**src/rtl/mul_iter_pkg.sv**
```systemverilog
// Shared definitions for the iterative shift-add multiplier: data width,
// RV32M multiply operation encodings (shared with the decoder) and operand helpers.
package mul_iter_pkg;

    localparam int DATA_BUS_WIDTH = 32;

    localparam logic [1:0] MUL_OP_MUL    = 2'b00;
    localparam logic [1:0] MUL_OP_MULH   = 2'b01;
    localparam logic [1:0] MUL_OP_MULHSU = 2'b10;
    localparam logic [1:0] MUL_OP_MULHU  = 2'b11;

    function automatic logic op1_signed(input logic [1:0] op);
        return (op == MUL_OP_MULH) || (op == MUL_OP_MULHSU);
    endfunction

    function automatic logic op2_signed(input logic [1:0] op);
        return (op == MUL_OP_MULH);
    endfunction

    // The most negative value maps onto itself, which is the correct unsigned magnitude.
    function automatic logic [DATA_BUS_WIDTH-1:0] magnitude(input logic [DATA_BUS_WIDTH-1:0] value,
                                                            input logic is_signed);
        if (is_signed && value[DATA_BUS_WIDTH-1])
            return (~value) + DATA_BUS_WIDTH'(1);
        return value;
    endfunction

endpackage

```
**src/rtl/mul_iter_if.sv**
```systemverilog
// Request/response bundle between the EX stage and the iterative multiplier.
interface mul_iter_if;
    import mul_iter_pkg::*;

    logic                      start;
    logic                      flush;
    logic [1:0]                mul_op;
    logic [DATA_BUS_WIDTH-1:0] op1;
    logic [DATA_BUS_WIDTH-1:0] op2;
    logic                      busy;
    logic                      result_valid;
    logic [DATA_BUS_WIDTH-1:0] result;

    modport master (
        output start, flush, mul_op, op1, op2,
        input  busy, result_valid, result
    );

    modport slave (
        input  start, flush, mul_op, op1, op2,
        output busy, result_valid, result
    );

endinterface

```
**src/rtl/mul_iter_add_row.sv**
```systemverilog
// One partial-product row: adds the multiplicand to the accumulator when enabled,
// keeping the carry. Isolated so a faster adder can be dropped in later.
module mul_add_row
    import mul_iter_pkg::*;
(
    input  logic [DATA_BUS_WIDTH-1:0] acc,
    input  logic [DATA_BUS_WIDTH-1:0] mcand,
    input  logic                      en,
    output logic [DATA_BUS_WIDTH:0]   sum
);

    logic [DATA_BUS_WIDTH:0] addend;

    assign addend = en ? {1'b0, mcand} : '0;
    assign sum    = {1'b0, acc} + addend;

endmodule

```
**src/rtl/mul_iter.sv**
```systemverilog
// Iterative radix-2 shift-add multiplier for RV32M MUL/MULH/MULHSU/MULHU with a
// fixed 34-cycle latency from the accepting edge to the result_valid pulse.
module mul_iter
    import mul_iter_pkg::*;
(
    input  logic     clk,
    input  logic     rst_n,
    mul_iter_if.slave bus
);

    localparam int W = DATA_BUS_WIDTH;

    typedef enum logic [1:0] {
        ST_IDLE,
        ST_CALC,
        ST_FIX,
        ST_DONE
    } state_e;

    state_e         state;
    logic [4:0]     count;
    logic [2*W-1:0] product;
    logic [W-1:0]   mcand;
    logic [1:0]     op;
    logic           neg;
    logic           busy;
    logic           result_valid;
    logic [W-1:0]   result;

    logic [W:0]     row_sum;
    logic [2*W-1:0] fixed_product;
    logic [W-1:0]   mag1;
    logic [W-1:0]   mag2;
    logic           neg_next;

    mul_add_row u_row (
        .acc   (product[2*W-1:W]),
        .mcand (mcand),
        .en    (product[0]),
        .sum   (row_sum)
    );

    assign mag1     = magnitude(bus.op1, op1_signed(bus.mul_op));
    assign mag2     = magnitude(bus.op2, op2_signed(bus.mul_op));
    assign neg_next = (op1_signed(bus.mul_op) & bus.op1[W-1]) ^
                      (op2_signed(bus.mul_op) & bus.op2[W-1]);

    assign fixed_product = neg ? ((~product) + (2*W)'(1)) : product;

    assign bus.busy         = busy;
    assign bus.result_valid = result_valid;
    assign bus.result       = result;

    // Flush wins over every state, including a start in IDLE and the FIX->DONE step,
    // so an aborted operation never pulses result_valid and never touches result.
    always_ff @(posedge clk or negedge rst_n) begin
        if (!rst_n) begin
            state        <= ST_IDLE;
            count        <= '0;
            product      <= '0;
            mcand        <= '0;
            op           <= '0;
            neg          <= 1'b0;
            busy         <= 1'b0;
            result_valid <= 1'b0;
            result       <= '0;
        end else if (bus.flush) begin
            state        <= ST_IDLE;
            busy         <= 1'b0;
            result_valid <= 1'b0;
        end else begin
            unique case (state)
                ST_IDLE: begin
                    result_valid <= 1'b0;
                    if (bus.start) begin
                        op      <= bus.mul_op;
                        mcand   <= mag1;
                        product <= {{W{1'b0}}, mag2};
                        neg     <= neg_next;
                        count   <= 5'd31;
                        busy    <= 1'b1;
                        state   <= ST_CALC;
                    end
                end
                ST_CALC: begin
                    // Carry out of the row add becomes the new top bit after the shift.
                    product <= {row_sum, product[W-1:1]};
                    count   <= count - 5'd1;
                    if (count == 5'd0)
                        state <= ST_FIX;
                end
                ST_FIX: begin
                    result       <= (op == MUL_OP_MUL) ? fixed_product[W-1:0]
                                                       : fixed_product[2*W-1:W];
                    result_valid <= 1'b1;
                    state        <= ST_DONE;
                end
                ST_DONE: begin
                    result_valid <= 1'b0;
                    busy         <= 1'b0;
                    state        <= ST_IDLE;
                end
                default: begin
                    state <= ST_IDLE;
                    busy  <= 1'b0;
                end
            endcase
        end
    end

endmodule

```
**src/flat_wrapper.sv**
```systemverilog
// flat-port wrapper written by rule: the top's interface ports become plain ports
module mul_iter_flat import mul_iter_pkg::*;
  (clk, rst_n, bus_start, bus_flush, bus_mul_op, bus_op1, bus_op2, bus_busy, bus_result_valid, bus_result);
  mul_iter_if bus_i ();
  input  logic clk;
  input  logic rst_n;
  input wire logic [$bits(bus_i.start)-1:0] bus_start;
  input wire logic [$bits(bus_i.flush)-1:0] bus_flush;
  input wire logic [$bits(bus_i.mul_op)-1:0] bus_mul_op;
  input wire logic [$bits(bus_i.op1)-1:0] bus_op1;
  input wire logic [$bits(bus_i.op2)-1:0] bus_op2;
  output wire logic [$bits(bus_i.busy)-1:0] bus_busy;
  output wire logic [$bits(bus_i.result_valid)-1:0] bus_result_valid;
  output wire logic [$bits(bus_i.result)-1:0] bus_result;
  assign bus_i.start = bus_start;
  assign bus_i.flush = bus_flush;
  assign bus_i.mul_op = bus_mul_op;
  assign bus_i.op1 = bus_op1;
  assign bus_i.op2 = bus_op2;
  assign bus_busy = bus_i.busy;
  assign bus_result_valid = bus_i.result_valid;
  assign bus_result = bus_i.result;
  mul_iter u_core (.clk(clk), .rst_n(rst_n), .bus(bus_i));
endmodule
```
**config.mk**
```make
export PLATFORM = sky130hd
export DESIGN_NAME = mul_iter_flat
export DESIGN_NICKNAME = d
export VERILOG_FILES = /design/src/rtl/mul_iter_pkg.sv /design/src/rtl/mul_iter_if.sv /design/src/rtl/mul_iter_add_row.sv /design/src/rtl/mul_iter.sv /design/src/flat_wrapper.sv
export SDC_FILE = /design/constraint.sdc
export NUM_CORES = 1
export LEC_CHECK = 0
export ABC_AREA = 1
export CORE_MARGIN = 10
export CORE_UTILIZATION = 40
export CTS_CLUSTER_DIAMETER = 100
export CTS_CLUSTER_SIZE = 24
export DETAILED_ROUTE_END_ITERATION = 10
export GPL_TIMING_DRIVEN = 1
export PLACE_DENSITY = 0.69
export SLEW_MARGIN = 20
export SYNTH_ARGS = -nofsm -noshare
export SYNTH_HDL_FRONTEND = slang
export SYNTH_SLANG_ARGS = --single-unit
export TNS_END_PERCENT = 1
```
**constraint.sdc**
```tcl
create_clock -name clk -period 3.2 [get_ports clk]
set_input_delay 0.64 -clock clk [delete_from_list [all_inputs] [get_ports clk]]
set_output_delay 0.64 -clock clk [all_outputs]
set_load 0.005 [all_outputs]
```
==> metrics.log <==
INFO  metric drcViolationCount = 0
INFO  metric vdd_ir_drop_max = between 0.0005 and 0.0006 V
INFO  metric postSynthCellCount = just under 2000
INFO  metric busiest_layer = met2
INFO  metric dr_total_vias = 13212
INFO  metric areaGrowthSynthToFinish = 16.2%
INFO  metric yosys.cell_types.count = 53
INFO  metric final_core_util = 46.9%
INFO  metric period_needed = 2.66 ns
INFO  metric met1_routing_resource_usage_after_global_routing = 29.6%
INFO  metric groute.layer.met2.usage = 37.1%
INFO  metric numCtsBuffers = 17
INFO  metric grt_start_max_net_pins = 57
INFO  metric mean_syn_cell_area = 6.25 µm²
INFO  metric ys_dominant_reg_cell = dfrtp_1
INFO  metric drt_pre_antenna_iters = 6
INFO  metric totalPowerFinal = 13500 µW
INFO  metric grt_overflow = 0
INFO  metric use_met3 = 3.61%
INFO  metric routedWlPerCell = ~18 µm
INFO  metric rows = 64
INFO  metric tightestPinTransition = 1.10 ns
INFO  metric final_min_period_over_clock_period = between 80% and 90%
INFO  metric antenna_found_initial = 0
INFO  metric cp.arrival = 2.97 ns
INFO  metric crit_path_max_fanout = 31
INFO  metric cts_root_buf = clkbuf_16
INFO  metric hold_ws = 0.159 ns
INFO  metric postSynthNetCount = 2079
INFO  metric postCtsHoldBufs = 0
INFO  metric postRouteWirelength = 43.4 mm
INFO  metric synth_seq_cells = 140
INFO  metric finish.net_count = about 2200
INFO  metric nFillCells = 3240
INFO  metric numPlacedInstances = 2425
INFO  metric groute.usage.overall = 22.4%
INFO  metric design.core.area = 0.0304 mm²
INFO  metric synth-seq-area-share = 28.5%
INFO  metric area_of_the_multi_input_gates = 0.00754 mm²
INFO  metric worst-setup-path-type = reg2reg
INFO  metric global_route_wire_length_before_repair = 69.4 mm
INFO  metric worstReg2RegStart = u_core.product[0]
INFO  metric class_of_the_most_critical_hold_timing_path = in2async
INFO  metric final.setup_skew = about 0.016 ns
INFO  metric layoutNonFillerInstCount = 2457
INFO  metric io_buffers = 103
INFO  metric launch_point_of_the_worst_path = u_core.product[0]
INFO  metric clk_latency_worst_skew_pair = 0.44 ns
INFO  metric grt_pass1_vias = 12736
INFO  metric max-cap-violations = 0
INFO  metric post_route_cells_drive_above_1_share = 6.79%
INFO  metric finalHoldViolations = 0
INFO  metric clock_tree_from_tritoncts = done
INFO  metric place.gp.congestion = between 0.9 and 1
INFO  metric post-dp-hpwl = 34.8 mm
INFO  metric synth_enable_flop_cells = 0
INFO  metric register_area = approximately 0.0035 mm²
INFO  metric n_antenna_cell = 0
INFO  metric crit_path_start_kind = register
INFO  metric htree_levels = 4
INFO  metric starting_density_of_the_core = roughly two fifths
INFO  metric die_y = 195 µm
INFO  metric slew_violations = 0
INFO  metric fp.dieW = 195 µm
INFO  metric ctsLongestPathBuffers = 2
INFO  metric static-leakage-power = 0.00708 µW
INFO  metric pin_count = 104
INFO  metric postCtsResizedCells = 0
INFO  metric power-per-cell-area = 949 mW/mm²
INFO  metric headroom_to_the_max_slew_limit = between 20% and 30%
INFO  metric critical_path_required = approximately 3.5 ns
INFO  metric synth.yosys.warnings = 0
INFO  metric run_status = completed
INFO  metric timing.final.setup_violations = 0
INFO  metric cts_num_sinks = 140
INFO  metric tns = 0 ns
INFO  metric full_die_area = between 0.03 and 0.04 mm²
INFO  metric synth_area = 0.0123 mm²
INFO  metric drt_iter0_markers = around 1300
INFO  metric post_cts_buffers = 0
INFO  metric rsz0062_at_grt = no
INFO  metric clkTransAtPathRegs = 0.07 ns
INFO  metric viasPerCell = around 5.4
INFO  metric worst_setup_path_end_kind = register
INFO  metric synth-async-reset-ratio = 100%
INFO  metric timing.fmax = 376 MHz
INFO  metric detail-route-antenna-nets = 0
## synth_stat cells, types with 3 or more instances
library cell    n  area (µm²)
or2_2           4        25.0
buf_2          33         165
nor2_4         12         135
nor4_1          4        25.0
buf_4           3        22.5
dfrtp_1       140        3500
inv_1         232         871
nand3_2         9        90.1
o21ai_0       129         646
o21bai_1        4        30.0
nor2_2         11        68.8
a31oi_1        10        62.6
nor2_1        238         893
nand2_1       560        2100
nand3_1       180         901
clkinv_2        3        15.0
o221ai_1        7        61.3
xnor2_1         9        78.8
nor3_1         19        95.1
buf_1           4        15.0
nand3b_1        9        67.6
clkbuf_1       16        60.1
a21boi_0        3        22.5
nand2_2        17         106
xor2_1         18         158
o211ai_1       12        90.1
ha_1           42         526
inv_2          11        41.3
nand2_4         8        90.1
o22ai_1         7        43.8
o21ai_1        30         150
a21oi_1       125         626
a21o_1          3        22.5
nand4_1        26         163
## final timing paths
kind	cells after the start	slack [ns]	to
hold / removal	1	0.16	u_core.product[8]
setup reg to reg	13	0.54	u_core.product[55]
setup / recovery	13	0.54	u_core.product[55]
min in group clk	2	0.48	u_core.mcand[20]
max in group asynchronous	2	2.33	u_core.bus.result[27]
hold reg to reg	2	0.48	u_core.mcand[20]
## layout by cell type, fill, tap and decap left out, types with 3 or more instances in the layout
cell type	instances
nor2_1	236
o21ai_1	30
a31oi_1	10
nand4_1	26
clkdlybuf4s50_1	102
inv_2	11
a21o_1	3
o21bai_1	4
o22ai_1	7
buf_4	17
ha_1	42
o211ai_1	12
or2_2	4
nand3_1	180
nor2_2	13
clkinv_2	3
xnor2_1	9
inv_6	3
xor2_1	18
nor4_1	4
nor2_4	12
nand2_1	560
nand3b_1	9
o21ai_0	129
inv_1	231
a21oi_1	125
nand2_2	17
dfrtp_1	139
nand3_2	9
a21boi_0	3
nor3_1	19
clkbuf_16	17
clkinv_4	3
nand2_4	8
inv_8	7
o221ai_1	7
## final cells by class
cell class / instances / share of cell area, %
Multi-Input combinational cell: 1519 / 52.8
Clock inverter: 15 / 1.18
Sequential cell: 140 / 24.6
Clock buffer: 17 / 2.98
Inverter: 248 / 6.57
Timing Repair Buffer: 122 / 8.41
Tap cell: 396 / 3.47
## critical path, stage by stage (launching register included)
cell and delay [ns]:
dfrtp_1 0.48, buf_4 0.34, nand2_1 0.15, fa_1 0.44
o21ai_1 0.27, nand2_1 0.09, nand2_1 0.14, nand2_1 0.07
nand2_1 0.19, nand2_1 0.10, nand2_1 0.07, nand2_1 0.05
nand3_1 0.08, nand2_1 0.06
## state kept, by name (all words and copies together), names as in the netlist
signal / flops
u_core.bus.result: 32
u_core.product: 64
u_core.count: 5
u_core.state: 2
u_core.mcand: 32
u_core.op: 2
u_core.bus.busy: 1
u_core.bus.result_valid: 1
u_core.neg: 1
## per-stage QoR
step                setup WS [ns]  cell area (µm²)
floorplan                   0.868            12300
global placement            0.393            13700
detailed placement          0.365            13700
CTS                         0.518            14300
global route                0.229            14300
finish                      0.543            14300
## kinds of logic after synthesis
group / after synthesis / synth area share [%]
flops: 140 / 28.5
compound gates: 342 / 15.4
fa+ha+maj: 43 / 4.44
simple gates: 1107 / 39.6
xor+xnor: 27 / 1.93
buf+inv: 307 / 10.1
## where the power goes
group	switching [µW]	total [µW]	internal, µW
logic	5260	7980	2710
clock network	919	2040	1120
registers	960	3540	2580
total	7140	13500	6410
## layer usage
metal	vias to the layer above	routed length [µm]
met3	59	3090
met4	0	930
li1	6551	-
met1	6138	19400
met5	-	0
met2	464	20100
Power figures use the tool's default switching activity.
